### config.mk
export PLATFORM = sky130hd
export DESIGN_NAME = flag_ctrl
export DESIGN_NICKNAME = d
export VERILOG_FILES = /design/src/rtl/flag_pkg.sv /design/src/rtl/br_eval.sv /design/src/rtl/flag_ctrl.sv
export SDC_FILE = /design/constraint.sdc
export NUM_CORES = 1
export LEC_CHECK = 0
export ABC_AREA = 1
export BUFFER_PORTS_ARGS = -buffer_cell sky130_fd_sc_hd__buf_2
export CORE_AREA = 2 2 39 41
export DETAILED_ROUTE_END_ITERATION = 8
export DIE_AREA = 0 0 41 43
export PLACE_DENSITY = 0.68
export SLEW_MARGIN = 20
export SYNTH_ARGS = -nofsm -noshare
export SYNTH_HDL_FRONTEND = slang
export SYNTH_HIERARCHICAL = 1
export SYNTH_SLANG_ARGS = --single-unit
### constraint.sdc
create_clock -name clk -period 2.38 [get_ports clk]
set_input_delay 0.476 -clock clk [delete_from_list [all_inputs] [get_ports clk]]
set_output_delay 0.476 -clock clk [all_outputs]
set_load 0.02 [all_outputs]
### src/rtl/flag_pkg.sv
// Shared opcode map, ccr bit positions and interrupt FSM states for the flag controller,
// ALU and decoder.
package flag_pkg;

  localparam logic [4:0] OP_ADD  = 5'b00010;
  localparam logic [4:0] OP_SUB  = 5'b00011;
  localparam logic [4:0] OP_AND  = 5'b00100;
  localparam logic [4:0] OP_OR   = 5'b00101;
  localparam logic [4:0] OP_RLC  = 5'b00110;
  localparam logic [4:0] OP_RRC  = 5'b00111;
  localparam logic [4:0] OP_SETC = 5'b01000;
  localparam logic [4:0] OP_CLRC = 5'b01001;
  localparam logic [4:0] OP_NOT  = 5'b01110;
  localparam logic [4:0] OP_NEG  = 5'b01111;
  localparam logic [4:0] OP_INC  = 5'b10000;
  localparam logic [4:0] OP_DEC  = 5'b10001;
  localparam logic [4:0] OP_JZ   = 5'b10010;
  localparam logic [4:0] OP_JN   = 5'b10011;
  localparam logic [4:0] OP_JC   = 5'b10100;
  localparam logic [4:0] OP_JV   = 5'b10101;
  localparam logic [4:0] OP_LOOP = 5'b10110;
  localparam logic [4:0] OP_RTI  = 5'b11010;

  // ccr is packed {V,C,N,Z}
  localparam int unsigned CCR_Z = 0;
  localparam int unsigned CCR_N = 1;
  localparam int unsigned CCR_C = 2;
  localparam int unsigned CCR_V = 3;

  typedef enum logic [1:0] {
    StRun  = 2'd0,
    StSave = 2'd1,
    StIsr  = 2'd2
  } flag_state_e;

  function automatic logic writes_zn(input logic [4:0] op);
    return op inside {OP_ADD, OP_SUB, OP_AND, OP_OR, OP_NOT, OP_NEG, OP_INC, OP_DEC};
  endfunction

  function automatic logic writes_c(input logic [4:0] op);
    return op inside {OP_ADD, OP_SUB, OP_RLC, OP_RRC, OP_INC, OP_DEC};
  endfunction

  function automatic logic writes_v(input logic [4:0] op);
    return op inside {OP_ADD, OP_SUB, OP_INC, OP_DEC};
  endfunction

endpackage

### src/rtl/br_eval.sv
// Branch-condition evaluation: decides whether a conditional branch or LOOP is taken and
// which ccr bit a taken flag-test branch consumes.
module br_eval
  import flag_pkg::*;
(
  input  logic [4:0] alu_op,
  input  logic [3:0] ccr,
  input  logic       loop_nz,
  output logic       take,
  output logic [3:0] clear_mask
);

  always_comb begin
    take       = 1'b0;
    clear_mask = 4'b0000;
    case (alu_op)
      OP_JZ: if (ccr[CCR_Z]) begin
        take              = 1'b1;
        clear_mask[CCR_Z] = 1'b1;
      end
      OP_JN: if (ccr[CCR_N]) begin
        take              = 1'b1;
        clear_mask[CCR_N] = 1'b1;
      end
      OP_JC: if (ccr[CCR_C]) begin
        take              = 1'b1;
        clear_mask[CCR_C] = 1'b1;
      end
      OP_JV: if (ccr[CCR_V]) begin
        take              = 1'b1;
        clear_mask[CCR_V] = 1'b1;
      end
      OP_LOOP: take = loop_nz;
      default: ;
    endcase
  end

endmodule

### src/rtl/flag_ctrl.sv
// Condition-code register, branch resolution and interrupt flag save/restore.
// Macro FLAG_SHADOW_EN enables the RUN/SAVE/ISR interrupt FSM and the ccr shadow.
module flag_ctrl
  import flag_pkg::*;
(
  input  logic       clk,
  input  logic       rst_n,
  input  logic [4:0] alu_op,
  input  logic       ex_valid,
  input  logic       stall,
  input  logic       z_in,
  input  logic       n_in,
  input  logic       c_in,
  input  logic       v_in,
  input  logic       loop_nz,
  input  logic       int_req,
  output logic [3:0] ccr,
  output logic       br_taken,
  output logic       flush,
  output logic       int_ack
);

  logic [3:0] r_ccr, w_ccr_d, w_ccr_op, w_clr;
  logic       r_br, r_ack, w_br_d, w_ack_d;
  logic       w_active, w_take;

  assign w_active = ex_valid & ~stall;

  br_eval u_br_eval (
    .alu_op     (alu_op),
    .ccr        (r_ccr),
    .loop_nz    (loop_nz),
    .take       (w_take),
    .clear_mask (w_clr)
  );

  always_comb begin
    w_ccr_op = r_ccr;
    if (writes_zn(alu_op)) begin
      w_ccr_op[CCR_Z] = z_in;
      w_ccr_op[CCR_N] = n_in;
    end
    if (writes_c(alu_op)) w_ccr_op[CCR_C] = c_in;
    if (writes_v(alu_op)) w_ccr_op[CCR_V] = v_in;
    if (alu_op == OP_SETC) w_ccr_op[CCR_C] = 1'b1;
    if (alu_op == OP_CLRC) w_ccr_op[CCR_C] = 1'b0;
    w_ccr_op = w_ccr_op & ~w_clr;
  end

`ifdef FLAG_SHADOW_EN
  flag_state_e r_state, w_state_d;
  logic [3:0]  r_shadow, w_shadow_d;

  always_comb begin
    w_state_d  = r_state;
    w_shadow_d = r_shadow;
    w_ccr_d    = r_ccr;
    w_br_d     = 1'b0;
    w_ack_d    = 1'b0;
    unique case (r_state)
      StRun: begin
        // The EX op retires before entry, so SAVE sees the post-update ccr.
        if (w_active) begin
          w_ccr_d = w_ccr_op;
          w_br_d  = w_take;
        end
        if (int_req && !stall) w_state_d = StSave;
      end
      StSave: begin
        // The op in EX here is being flushed, so it neither writes flags nor branches.
        w_shadow_d = r_ccr;
        w_ack_d    = 1'b1;
        w_state_d  = StIsr;
      end
      StIsr: begin
        if (w_active) begin
          if (alu_op == OP_RTI) begin
            w_ccr_d   = r_shadow;
            w_state_d = StRun;
          end else begin
            w_ccr_d = w_ccr_op;
            w_br_d  = w_take;
          end
        end
      end
      default: w_state_d = StRun;
    endcase
  end

  always_ff @(posedge clk) begin
    if (!rst_n) begin
      r_state  <= StRun;
      r_shadow <= 4'b0000;
    end else begin
      r_state  <= w_state_d;
      r_shadow <= w_shadow_d;
    end
  end
`else
  logic w_unused_int_req;
  assign w_unused_int_req = int_req;

  always_comb begin
    w_ccr_d = w_active ? w_ccr_op : r_ccr;
    w_br_d  = w_active & w_take;
    w_ack_d = 1'b0;
  end
`endif

  always_ff @(posedge clk) begin
    if (!rst_n) begin
      r_ccr <= 4'b0000;
      r_br  <= 1'b0;
      r_ack <= 1'b0;
    end else begin
      r_ccr <= w_ccr_d;
      r_br  <= w_br_d;
      r_ack <= w_ack_d;
    end
  end

  assign ccr      = r_ccr;
  assign br_taken = r_br;
  assign int_ack  = r_ack;
  assign flush    = r_br | r_ack;

endmodule

==> flow_summary.ini <==
[cts]
holdBufCountCts = 0
cts_tree = yes
cts-htree-levels = 1
cts_resized = 0
postCtsSetupRepairBufs = 0
cts_buffer_depth = 2
cts_made_buffers = 3
clockRootBuffer = clkbuf_4
clk_latency_ps = 250
clkTransAtPathRegs_ps = 50
clock_sinks = 5

[floorplan]
die_h_um = 43
die_w_um = 41
start_util = 0.344
rows = 14
core-area_um2 = 1380
pin_count = 22
dieArea_um2 = 1760

[timing]
setup_tns_ps = 0
rsz0062_at_grt = false
hold_viol_final = 0
clock.fmax_mhz = 777
fin_crit_ps = 1290
drv_slew = 0
skew_ps = 1.36
setup-violations-final = 0
min_period_over_period = 0.541

[setup_path]
regToRegSetupSlack_ps = 1370
crit_arrival_ps = 810
crit_required_ps = 1900
crit_buf_inv = 1
path_class = reg2out
cp_top_family = flip-flops
endpoint_kind = output port
crit_path_max_fanout = 4
cp_cell_sequence = buf_2
startpoint_type = flip-flop
cp_slowest_stage_delay_ps = 380
slowest_stage = dfxtp_1

[synth]
synth.top_cell.area_share = 0.210
synthTopCellsByArea = dfxtp_1 21%, nand3_1 13%, inv_1 9.4%
netlist_instances = 78
ys_seq_area_frac = 0.210
synth.avg_cell_area_um2 = 6.11
yosys_warnings = 6
synth_seq_cells = 5
synth_fp_nets = 93
yosys.area.top_type = dfxtp_1
synth_cell_type_count = 18
syn-cell-area_um2 = 477

[power_and_ir_drop]
peakVddDrop_mv = 0.206
cellLeakagePower_nw = 0.331
powerDensity_nw_per_um2 = 407

[routing]
wl_mm = 1.05
dr_total_vias = 533
wl_per_cell_um = 9.17
first_pass_iters = 4
drc = 0
via_per_inst = 4.63
drt_iter0_drc = 6
final_antenna_net_count = 0

[final_layout]
final_cell_mix = 19 x buf_2, 12 x inv_1, 12 x nand3_1
area_growth_pct = 26.5
final_cells = 115
antenna_cells = 0
fill_cells = 153
final_nets = 115
final_common_cell = buf_2
drive_gt1_frac = 0.384

[global_route]
grt_usage = 0.148
antenna_found_initial = 0
grt_pass1_wl_mm = 1.61
grt_overflow = 0
grt_max_degree = 8
grt_pass1_vias = 413

[placement]
gp_congestion = 0.848
dpl.cell_count = 111
dpl.hpwl_um = 880
port_buffers = 19

[flow_run]
drv_cap = 0

[outcome]
outcome = complete, no violations

[min_path]
hp-class = in2reg
[sequential cells by signal, indices dropped and copies added (netlist names)]
register / cells
ccr: 4
br_taken: 1
[final timing paths]
kind | to | from | cells after the start
max reg2reg | ccr[1]$_SDFFE_PN0P_ | ccr[1]$_SDFFE_PN0P_ | 7
min | ccr[1]$_SDFFE_PN0P_ | n_in | 3
max | ccr[2] | ccr[2]$_SDFFE_PN0P_ | 1
min reg2reg | ccr[2]$_SDFFE_PN0P_ | ccr[2]$_SDFFE_PN0P_ | 2
[cells by family (layout without fill, tap and decap cells)]
family	Yosys count	after routing	share of synthesized area
other	1	1	0.00787
DFF	5	5	0.210
buffers and inverters	16	37	0.142
AOI/OAI and AO/OA	5	5	0.0604
and+or+nand+nor	51	51	0.580
[where the power goes]
group	internal (mW)	switching [mW]
Combinational	0.0203	0.0343
Sequential	0.0863	0.00170
Clock	0.0637	0.0391
Total	0.170	0.0751
[cell type report]
class / instances / area [µm²] / share of cell area
sequential: 5 / 100 / 0.166
tap: 16 / 20.0 / 0.0332
timing repair buffer: 19 / 95.1 / 0.158
inverter: 14 / 52.6 / 0.0871
clock buffer: 4 / 26.3 / 0.0436
multi-input combinational: 57 / 309 / 0.512
[cell usage after synthesis]
| cell | number |
|---|---|
| a21oi_1 | 3 |
| a21oi_2 | 1 |
| buf_4 | 2 |
| conb_1 | 1 |
| dfxtp_1 | 5 |
| inv_1 | 12 |
| inv_2 | 2 |
| nand2_1 | 11 |
| nand2_2 | 2 |
| nand2_4 | 2 |
| nand3_1 | 12 |
| nand3_2 | 3 |
| nand3b_1 | 3 |
| nor2_1 | 11 |
| nor2_2 | 5 |
| nor3_1 | 1 |
| nor3_2 | 1 |
| o21ai_0 | 1 |
[per-layer routing]
layer | vias up | wire length (µm) | track usage
met4 | 0 | 40 | 0.140
met5 | - | 0 | 0
met1 | 227 | 457 | 0.167
li1 | 284 | - | -
met3 | 5 | 89 | 0.0785
met2 | 17 | 467 | 0.188
[through the flow]
step	utilization	area, µm²	hold slack, ps	worst slack [ps]	power, mW
2_1_floorplan	-	477	575	1260	0.122
3_3_place_gp	0.417	577	511	1030	0.143
3_5_place_dp	0.417	577	513	1010	0.144
4_1_cts	0.436	603	446	1080	0.250
5_1_grt	0.436	603	449	1050	0.264
6_report	0.436	603	447	1090	0.245
Note: power is estimated with default switching activity, not from simulation.
